`config.mk`:
```
export PLATFORM = sky130hd
export DESIGN_NAME = fft_peak_detect
export DESIGN_NICKNAME = d
export VERILOG_FILES = /design/src/rtl/fft_pkg.sv /design/src/rtl/fft_magsq.sv /design/src/rtl/fft_peak_detect.sv
export SDC_FILE = /design/constraint.sdc
export NUM_CORES = 2
export LEC_CHECK = 0
export BUFFER_PORTS_ARGS = -buffer_cell sky130_fd_sc_hd__buf_2
export CORE_ASPECT_RATIO = 2
export CORE_MARGIN = 3
export CORE_UTILIZATION = 58
export DETAILED_ROUTE_END_ITERATION = 7
export GPL_ROUTABILITY_DRIVEN = 1
export PLACE_DENSITY = 0.77
export SYNTH_ARGS = -nofsm -noshare
export SYNTH_HDL_FRONTEND = slang
export SYNTH_SLANG_ARGS = --single-unit
```
`constraint.sdc`:
```
create_clock -name clk -period 7.5 [get_ports clk]
set_input_delay 0.375 -clock clk [delete_from_list [all_inputs] [get_ports clk]]
set_output_delay 0.375 -clock clk [all_outputs]
set_load 0.02 [all_outputs]
```
`src/rtl/fft_pkg.sv`:
```
// Shared widths and default search window for the FFT peak-detect post-processor.
package fft_pkg;

  localparam int unsigned N_FFT      = 1024;
  localparam int unsigned SAMPLE_W   = 16;
  localparam int unsigned BIN_W      = $clog2(N_FFT);
  localparam int unsigned MAG_W      = 32;
  localparam int unsigned BIN_LO_DEF = 1;
  localparam int unsigned BIN_HI_DEF = 511;

  typedef logic [MAG_W-1:0] mag_t;

endpackage

```
`src/rtl/fft_magsq.sv`:
```
// Two-stage squared-magnitude pipeline; valid and a tag travel alongside the data.
module fft_magsq
  import fft_pkg::*;
#(
  parameter int unsigned TAG_W = BIN_W
) (
  input  logic                       clk,
  input  logic                       rst,
  input  logic                       in_valid,
  input  logic [TAG_W-1:0]           in_tag,
  input  logic signed [SAMPLE_W-1:0] in_re,
  input  logic signed [SAMPLE_W-1:0] in_im,
  output logic                       out_valid,
  output logic [TAG_W-1:0]           out_tag,
  output mag_t                       out_mag
);

  logic signed [2*SAMPLE_W-1:0] prod_re;
  logic signed [2*SAMPLE_W-1:0] prod_im;
  mag_t                         sq_re;
  mag_t                         sq_im;
  logic                         v1;
  logic [TAG_W-1:0]             tag1;

  // Signed 16x16 squares; each result is 0..2^30 so the unsigned view is exact.
  always_comb begin
    prod_re = in_re * in_re;
    prod_im = in_im * in_im;
  end

  // Valid flags are the only pipeline state that needs reset.
  always_ff @(posedge clk) begin
    if (rst) begin
      v1        <= 1'b0;
      out_valid <= 1'b0;
    end else begin
      v1        <= in_valid;
      out_valid <= v1;
    end
  end

  // Data path: S1 squares, S2 sum (max 2^31, fits MAG_W unsigned).
  always_ff @(posedge clk) begin
    sq_re   <= MAG_W'($unsigned(prod_re));
    sq_im   <= MAG_W'($unsigned(prod_im));
    tag1    <= in_tag;
    out_mag <= sq_re + sq_im;
    out_tag <= tag1;
  end

endmodule

```
`src/rtl/fft_peak_detect.sv`:
```
// Per-frame peak search over a bin window of the FFT output stream.
module fft_peak_detect
  import fft_pkg::*;
#(
  parameter int unsigned N      = N_FFT,
  parameter int unsigned BIN_LO = BIN_LO_DEF,
  parameter int unsigned BIN_HI = BIN_HI_DEF
) (
  input  logic                       clk,
  input  logic                       rst,
  input  logic                       in_valid,
  input  logic                       frame_sync,
  input  logic signed [SAMPLE_W-1:0] in_re,
  input  logic signed [SAMPLE_W-1:0] in_im,
  output logic                       peak_valid,
  output logic [$clog2(N)-1:0]       peak_bin,
  output logic [MAG_W-1:0]           peak_mag
);

  localparam int unsigned BW    = $clog2(N);
  localparam int unsigned TAG_W = BW + 1;

  logic [BW-1:0]    cnt;
  logic [BW-1:0]    idx;
  logic             frame_ok;
  logic [TAG_W-1:0] tag_in;

  logic             v2;
  logic [TAG_W-1:0] tag2;
  mag_t             mag2;
  logic [BW-1:0]    bin2;
  logic             ok2;

  logic             have_max;
  mag_t             max_mag;
  logic [BW-1:0]    max_bin;
  logic             base_have;
  mag_t             base_mag;
  logic [BW-1:0]    base_bin;
  logic             in_win;
  logic             upd;
  logic             last;
  logic             nxt_have;
  mag_t             nxt_mag;
  logic [BW-1:0]    nxt_bin;

  logic             done;
  mag_t             res_mag;
  logic [BW-1:0]    res_bin;

  // A qualified frame_sync forces bin 0 regardless of the counter.
  always_comb begin
    idx    = (in_valid && frame_sync) ? '0 : cnt;
    tag_in = {frame_ok | (idx == '0), idx};
  end

  // Bin counter wraps naturally at N (power of two); frame_ok marks a frame seen from bin 0.
  always_ff @(posedge clk) begin
    if (rst) begin
      cnt      <= '0;
      frame_ok <= 1'b0;
    end else if (in_valid) begin
      cnt <= idx + BW'(1);
      if (idx == '0) frame_ok <= 1'b1;
    end
  end

  fft_magsq #(.TAG_W(TAG_W)) u_magsq (
    .clk       (clk),
    .rst       (rst),
    .in_valid  (in_valid),
    .in_tag    (tag_in),
    .in_re     (in_re),
    .in_im     (in_im),
    .out_valid (v2),
    .out_tag   (tag2),
    .out_mag   (mag2)
  );

  // Compare: bin 0 starts a fresh search (also abandons any partial frame); ties keep the lower bin.
  always_comb begin
    ok2       = tag2[BW];
    bin2      = tag2[BW-1:0];
    base_have = have_max;
    base_mag  = max_mag;
    base_bin  = max_bin;
    if (v2 && (bin2 == '0)) begin
      base_have = 1'b0;
      base_mag  = '0;
      base_bin  = '0;
    end
    in_win   = (bin2 >= BW'(BIN_LO)) && (bin2 <= BW'(BIN_HI));
    upd      = v2 && in_win && (!base_have || (mag2 > base_mag));
    nxt_have = base_have | upd;
    nxt_mag  = upd ? mag2 : base_mag;
    nxt_bin  = upd ? bin2 : base_bin;
    last     = v2 && (bin2 == BW'(N - 1));
  end

  // Running max; on the final bin capture the result and clear for the next frame.
  always_ff @(posedge clk) begin
    if (rst) begin
      have_max <= 1'b0;
      max_mag  <= '0;
      max_bin  <= '0;
      done     <= 1'b0;
      res_mag  <= '0;
      res_bin  <= '0;
    end else begin
      done <= last && ok2;
      if (last) begin
        res_mag  <= nxt_mag;
        res_bin  <= nxt_bin;
        have_max <= 1'b0;
        max_mag  <= '0;
        max_bin  <= '0;
      end else if (v2) begin
        have_max <= nxt_have;
        max_mag  <= nxt_mag;
        max_bin  <= nxt_bin;
      end
    end
  end

  // Result registers hold until the next completed frame.
  always_ff @(posedge clk) begin
    if (rst) begin
      peak_valid <= 1'b0;
      peak_bin   <= '0;
      peak_mag   <= '0;
    end else begin
      peak_valid <= done;
      if (done) begin
        peak_bin <= res_bin;
        peak_mag <= res_mag;
      end
    end
  end

endmodule
```
# ---- Word-level counts from Yosys, hierarchy flattened
# Cells that the tools add are included.
dict set report totals {
  reg_bits 260
  latchBits 0
  ramBits 0
  rom_bits 0
  in_bits 36
  output_inout_bits 43
  word_cells 47
  mem_count 0
}
dict set report op_classes {
  addsub 2
  n_mul 2
  n_div 0
  n_lt_le_gt_ge 3
  n_eq_ne 1
  shift 0
  mux 6
  n_bitwise 2
  reduce_logical 13
}
# operator count
set ops {}
lappend ops {{16-bit by 16-bit multiplier with 32-bit output} 2}
lappend ops {{32-bit 2-to-1 mux} 2}
lappend ops {{32-bit adder} 1}
lappend ops {{32-bit greater-than comparator} 1}
lappend ops {{10-bit 2-to-1 mux} 3}
lappend ops {{10-bit logical NOT} 2}
lappend ops {{10-bit by 1-bit adder with 10-bit output, second input constant} 1}
lappend ops {{10-bit equality test, second input constant} 1}
lappend ops {{10-bit by 1-bit greater-or-equal comparator with 1-bit output, second input constant} 1}
lappend ops {{10-bit by 9-bit less-or-equal comparator with 1-bit output, second input constant} 1}
lappend ops {{1-bit logical AND} 7}
lappend ops {{1-bit OR} 2}
lappend ops {{2-bit AND reduction} 1}
lappend ops {{2-bit OR reduction} 1}
lappend ops {{1-bit logical NOT} 1}
lappend ops {{1-bit logical OR} 1}
lappend ops {{1-bit 2-to-1 mux} 1}

# ---- Longest topological paths before layout
dict set report logic_depth {
  ltp_word 7
  mapped_depth 24
  depth_no_buf 23
}

# ---- Hierarchy
# From an unflattened synthesis, not the netlist that was laid out.
dict set report unflattened {
  cells_unflattened 2964
  area_unflattened_um2 27752.9
}
# mod instances cells_per_inst area_each_um2 seq_area_each_um2
set by_module_without_submodules {}
lappend by_module_without_submodules {fft_magsq 1 2333 21932.3 2362.3}
lappend by_module_without_submodules {fft_peak_detect 1 631 5820.6 2802.7}

# ---- Least setup slack after synthesis
# OpenSTA, ideal clock, no wires.
dict set report synth_path {
  path_kind {in2reg}
  from {in in_im[15]}
  to {reg u_magsq.sq_im[31]}
  setup_ps 72
  arrival_ps 6179
  required_ps 7428
  slack_ps 1249
  stages 21
  path_buffers 2
  cell_sequence {clkbuf_1 > inv_1 > clkbuf_1 > nor2_1 > fa_1 > fa_1 > fa_1 > fa_1 > fa_1 > inv_1 > fa_1 > inv_1 > ha_1 > and3_1 > and4_1 > a221o_1 > a31oi_2 > o2111ai_1 > a21o_1 > a21oi_1 > xor2_1}
}
dict set report synth_via {
  elab_chain_cells 1
}
# item line_no
set synth_rtl {}
lappend synth_rtl {{from (decl)} fft_peak_detect.sv:14} ;# input logic signed [SAMPLE_W-1:0] in_im,
lappend synth_rtl {{16-bit by 16-bit multiplier with 32-bit output} fft_magsq.sv:28} ;# prod_im = in_im * in_im;
lappend synth_rtl {{named net u_magsq.prod_im[31]} fft_magsq.sv:19} ;# logic signed [2*SAMPLE_W-1:0] prod_im;
lappend synth_rtl {{to (signal assigned)} fft_magsq.sv:45} ;# sq_im <= MAG_W'($unsigned(prod_im));
lappend synth_rtl {{to (decl)} fft_magsq.sv:21} ;# mag_t sq_im;
# The timed path passes the listed nets, and every way through them passes these cells.
# A chain may end at the register's enable or synchronous reset.

# ---- Worst setup path after layout
dict set report layout_path {
  from {in in_re[15]}
  to {reg u_magsq.sq_re[30]}
}
dict set report layout_via {
  elab_chain_cells 1
}
# item line_no
set layout_rtl {}
lappend layout_rtl {{from (decl)} fft_peak_detect.sv:13} ;# input logic signed [SAMPLE_W-1:0] in_re,
lappend layout_rtl {{16-bit by 16-bit multiplier with 32-bit output} fft_magsq.sv:27} ;# prod_re = in_re * in_re;
lappend layout_rtl {{named net u_magsq.prod_re[30]} fft_magsq.sv:18} ;# logic signed [2*SAMPLE_W-1:0] prod_re;
lappend layout_rtl {{to (signal assigned)} fft_magsq.sv:44} ;# sq_re <= MAG_W'($unsigned(prod_re));
lappend layout_rtl {{to (decl)} fft_magsq.sv:20} ;# mag_t sq_re;
# The timed path passes the listed nets, and every way through them passes these cells.

==> summary.md <==
| Metric | Value |
|---|---|
| First-pass GRT wire length | `103000 µm` |
| Max Clock Skew | `0.0105 ns` |
| CTS H-tree depth | `1` |
| Reg2reg end | `max_bin[1]$_SDFFE_PP0P_` |
| Flops & latches, synth | `258` |
| Post-synth ARST share | `0%` |
| Root Driver | `clkbuf_16` |
| Final wirelength | `61700 µm` |
| Starting Density | `58.8%` |
| Cells after synthesis | `2965` |
| Slew @ Worst Pin | `1.07 ns` |
| Worst EP arrival | `6.69 ns` |
| Antenna diode count | `0` |
| Drt wl/cell | `17.0 µm` |
| Drt first pass iters | `5` |
| Fmax | `0.160 GHz` |
| Slew HR | `28.5%` |
| RSZ-0062 raised after global routing | `false` |
| CTS Sinks | `258` |
| GR Util All Layers | `25.2%` |
| Final net count | `3725` |
| Minimum clock period | `6.24 ns` |
| Number of DRC violations after detailed routing | `0` |
| CTS resizes | `0` |
| FP Rows | `112` |
| HP Class | `in2reg` |
| Crit-path max cell delay | `0.60 ns` |
| Initial antenna violation count | `1` |
| Final hold violations | `0` |
| Clock Tree Buf Depth | `3` |
| I/O pin total | `79` |
| Routed Antenna Nets | `0` |
| Leading area contributor after synthesis | `fa_1` |
| Crit path cell chain | `buf_2, inv_1, nor2_1, fa_1, fa_1, fa_1, fa_1, fa_1, inv_1, fa_1, inv_1, ha_1, and2_1, a2111o_1, or3_1, o21ai_1, o221ai_1, o41ai_1, xnor2_1` |
| Net Count, Synth | `3712` |
| Crit. path cell count | `19` |
| GR Overflow Total | `0` |
| Hold Slack | `0.0731 ns` |
| Crit path launch | `in_re[15]` |
| P&R area growth vs syn | `5.79%` |
| Register area share after synthesis | `18.8%` |
| Clk slew on worst S/H paths | `0.07 ns` |
| Largest net degree at the start of global routing | `98` |
| Max_cap viols | `0` |
| Post-synth design cell area | `27500 µm²` |
| Yosys cell types | `62` |
| Port Buf Inserts | `78` |
| Die W | `160 µm` |
| Reg2reg start | `u_magsq.out_tag[1]$_DFF_P_` |
| Slowest stage cell on the critical path | `fa_1` |
| Post-route setup TNS | `0 ns` |
| Ys Warns | `0` |
| Number of enable flip-flop cells after synthesis | `0` |
| Period utilization | `83.3%` |
| CTS Hold Buffers Added | `0` |
| Final setup fails | `0` |
| Most frequent cells in the layout | `646 x inv_1, 467 x fa_1, 286 x nand2_1` |
| Mean Syn Cell Area | `9.28 µm²` |
| CP required | `7.94 ns` |
| Synth area leaders | `fa_1 34%, dfxtp_1 19%, ha_1 11%` |
| Delay-heaviest family, CP | `adder cells` |
| Die Y | `314 µm` |
| Final core utilization | `62.2%` |
| Vias in the first global route | `22100` |
| CP Max Fanout | `21` |
| R2R setup slack | `3.63 ns` |
| Cts bufs inserted | `22` |
| DIE AREA | `50300 µm²` |
| Vias | `19700` |
| Most used cell, CP | `fa_1` |
| Top FF cell, synth | `dfxtp_1` |
| CTS tree | `yes` |
| Clock Latency Late Sink | `0.51 ns` |
| Dpl hpwl | `52000 µm` |
| Routability Congestion | `0.945` |
| Drt first-iter violations | `941` |
| Core box area | `46800 µm²` |
| Setup bufs post-CTS | `0` |
| Worst path bufs/invs | `4` |
| Share of cells above drive strength 1 | `6.11%` |
| Startpoint Class | `primary input` |
| Crit. End Element | `flop` |
| Outcome | `completed` |
| Crit path kind | `in2reg` |
| CP Capture Point | `u_magsq.sq_re[30]$_DFF_P_` |
| Commonest non-fill, non-tap cell in the layout | `inv_1` |
| Vias/cell | `5.43` |
| Slew Viols, Final | `0` |
| Post-synth top area share | `34.0%` |
| R2R cell count | `13` |
layer usage:
| layer | vias to the layer above | track usage (%) | share of wire [%] |
|---|---|---|---|
| met5 | - | 0 | 0.028 |
| met4 | 2 | 20.1 | 9.7 |
| met3 | 291 | 1.86 | 2.7 |
| met2 | 539 | 49.5 | 56 |
| met1 | 9696 | 23.5 | 32 |
| li1 | 9127 | - | - |
layout make-up:
cell class	instances	area, µm²
well taps	627	785
clock buffers	30	652
inverters	647	2430
clock inverters	9	66.3
fillers	3982	17700
multi-input cells	1964	19600
repair buffers	85	443
flip-flops and latches	258	5170
worst min-delay path by stage:
stage	from	end	slack, ns	cells after the start
floorplan	u_magsq.tag1[0]$_DFF_P_	u_magsq.out_tag[0]$_DFF_P_	0.31	0
global placement	u_magsq.tag1[8]$_DFF_P_	u_magsq.out_tag[8]$_DFF_P_	0.31	0
detailed placement	u_magsq.tag1[2]$_DFF_P_	u_magsq.out_tag[2]$_DFF_P_	0.31	0
CTS	rst	res_mag[5]$_SDFFE_PP0P_	0.05	2
global route	rst	res_mag[5]$_SDFFE_PP0P_	0.07	2
finish	rst	res_mag[5]$_SDFFE_PP0P_	0.07	2
logic make-up after synthesis:
group | share of synthesized area (%)
buffers and inverters | 10.1
multiplexers | 2.07
adder cells (fa/ha/maj) | 45.1
AND/OR/NAND/NOR | 12.7
XOR/XNOR | 3.75
flip-flops | 18.8
AO/OA/AOI/OAI | 7.49
state kept, by name, indices dropped and copies added, names as in the netlist, 11 cells and up:
signal	cells
max_mag	32
peak_mag	32
res_mag	32
u_magsq.out_mag	32
u_magsq.out_tag	11
u_magsq.sq_im	31
u_magsq.sq_re	31
u_magsq.tag1	11
Yosys cell counts, types with 22 or more instances:
cell type  number
a21o_1         38
inv_1         646
clkbuf_1       89
nand3_1        40
xnor2_1        86
and2_1         84
ha_1          244
nor2b_1        22
o21ai_0        41
nor3_1         23
xor2_1         32
mux2i_1        57
nor2_1        198
a211oi_1       33
dfxtp_1       258
fa_1          467
nand2_1       286
a21oi_1       122
or2_2          38
per-stage QoR:
step / instances / instance area, µm² / setup WS [ns]
2_1_floorplan: 2965 / 27500 / 1.25
3_3_place_gp: 3581 / 28400 / 0.942
3_5_place_dp: 3581 / 28400 / 0.781
4_1_cts: 3620 / 29100 / 1.31
5_1_grt: 3620 / 29100 / 0.940
6_report: 3620 / 29100 / 1.26
Power is left out: the tool's default activity adds up to more than one toggle a clock period on the data nets, which glitch-free logic cannot reach.
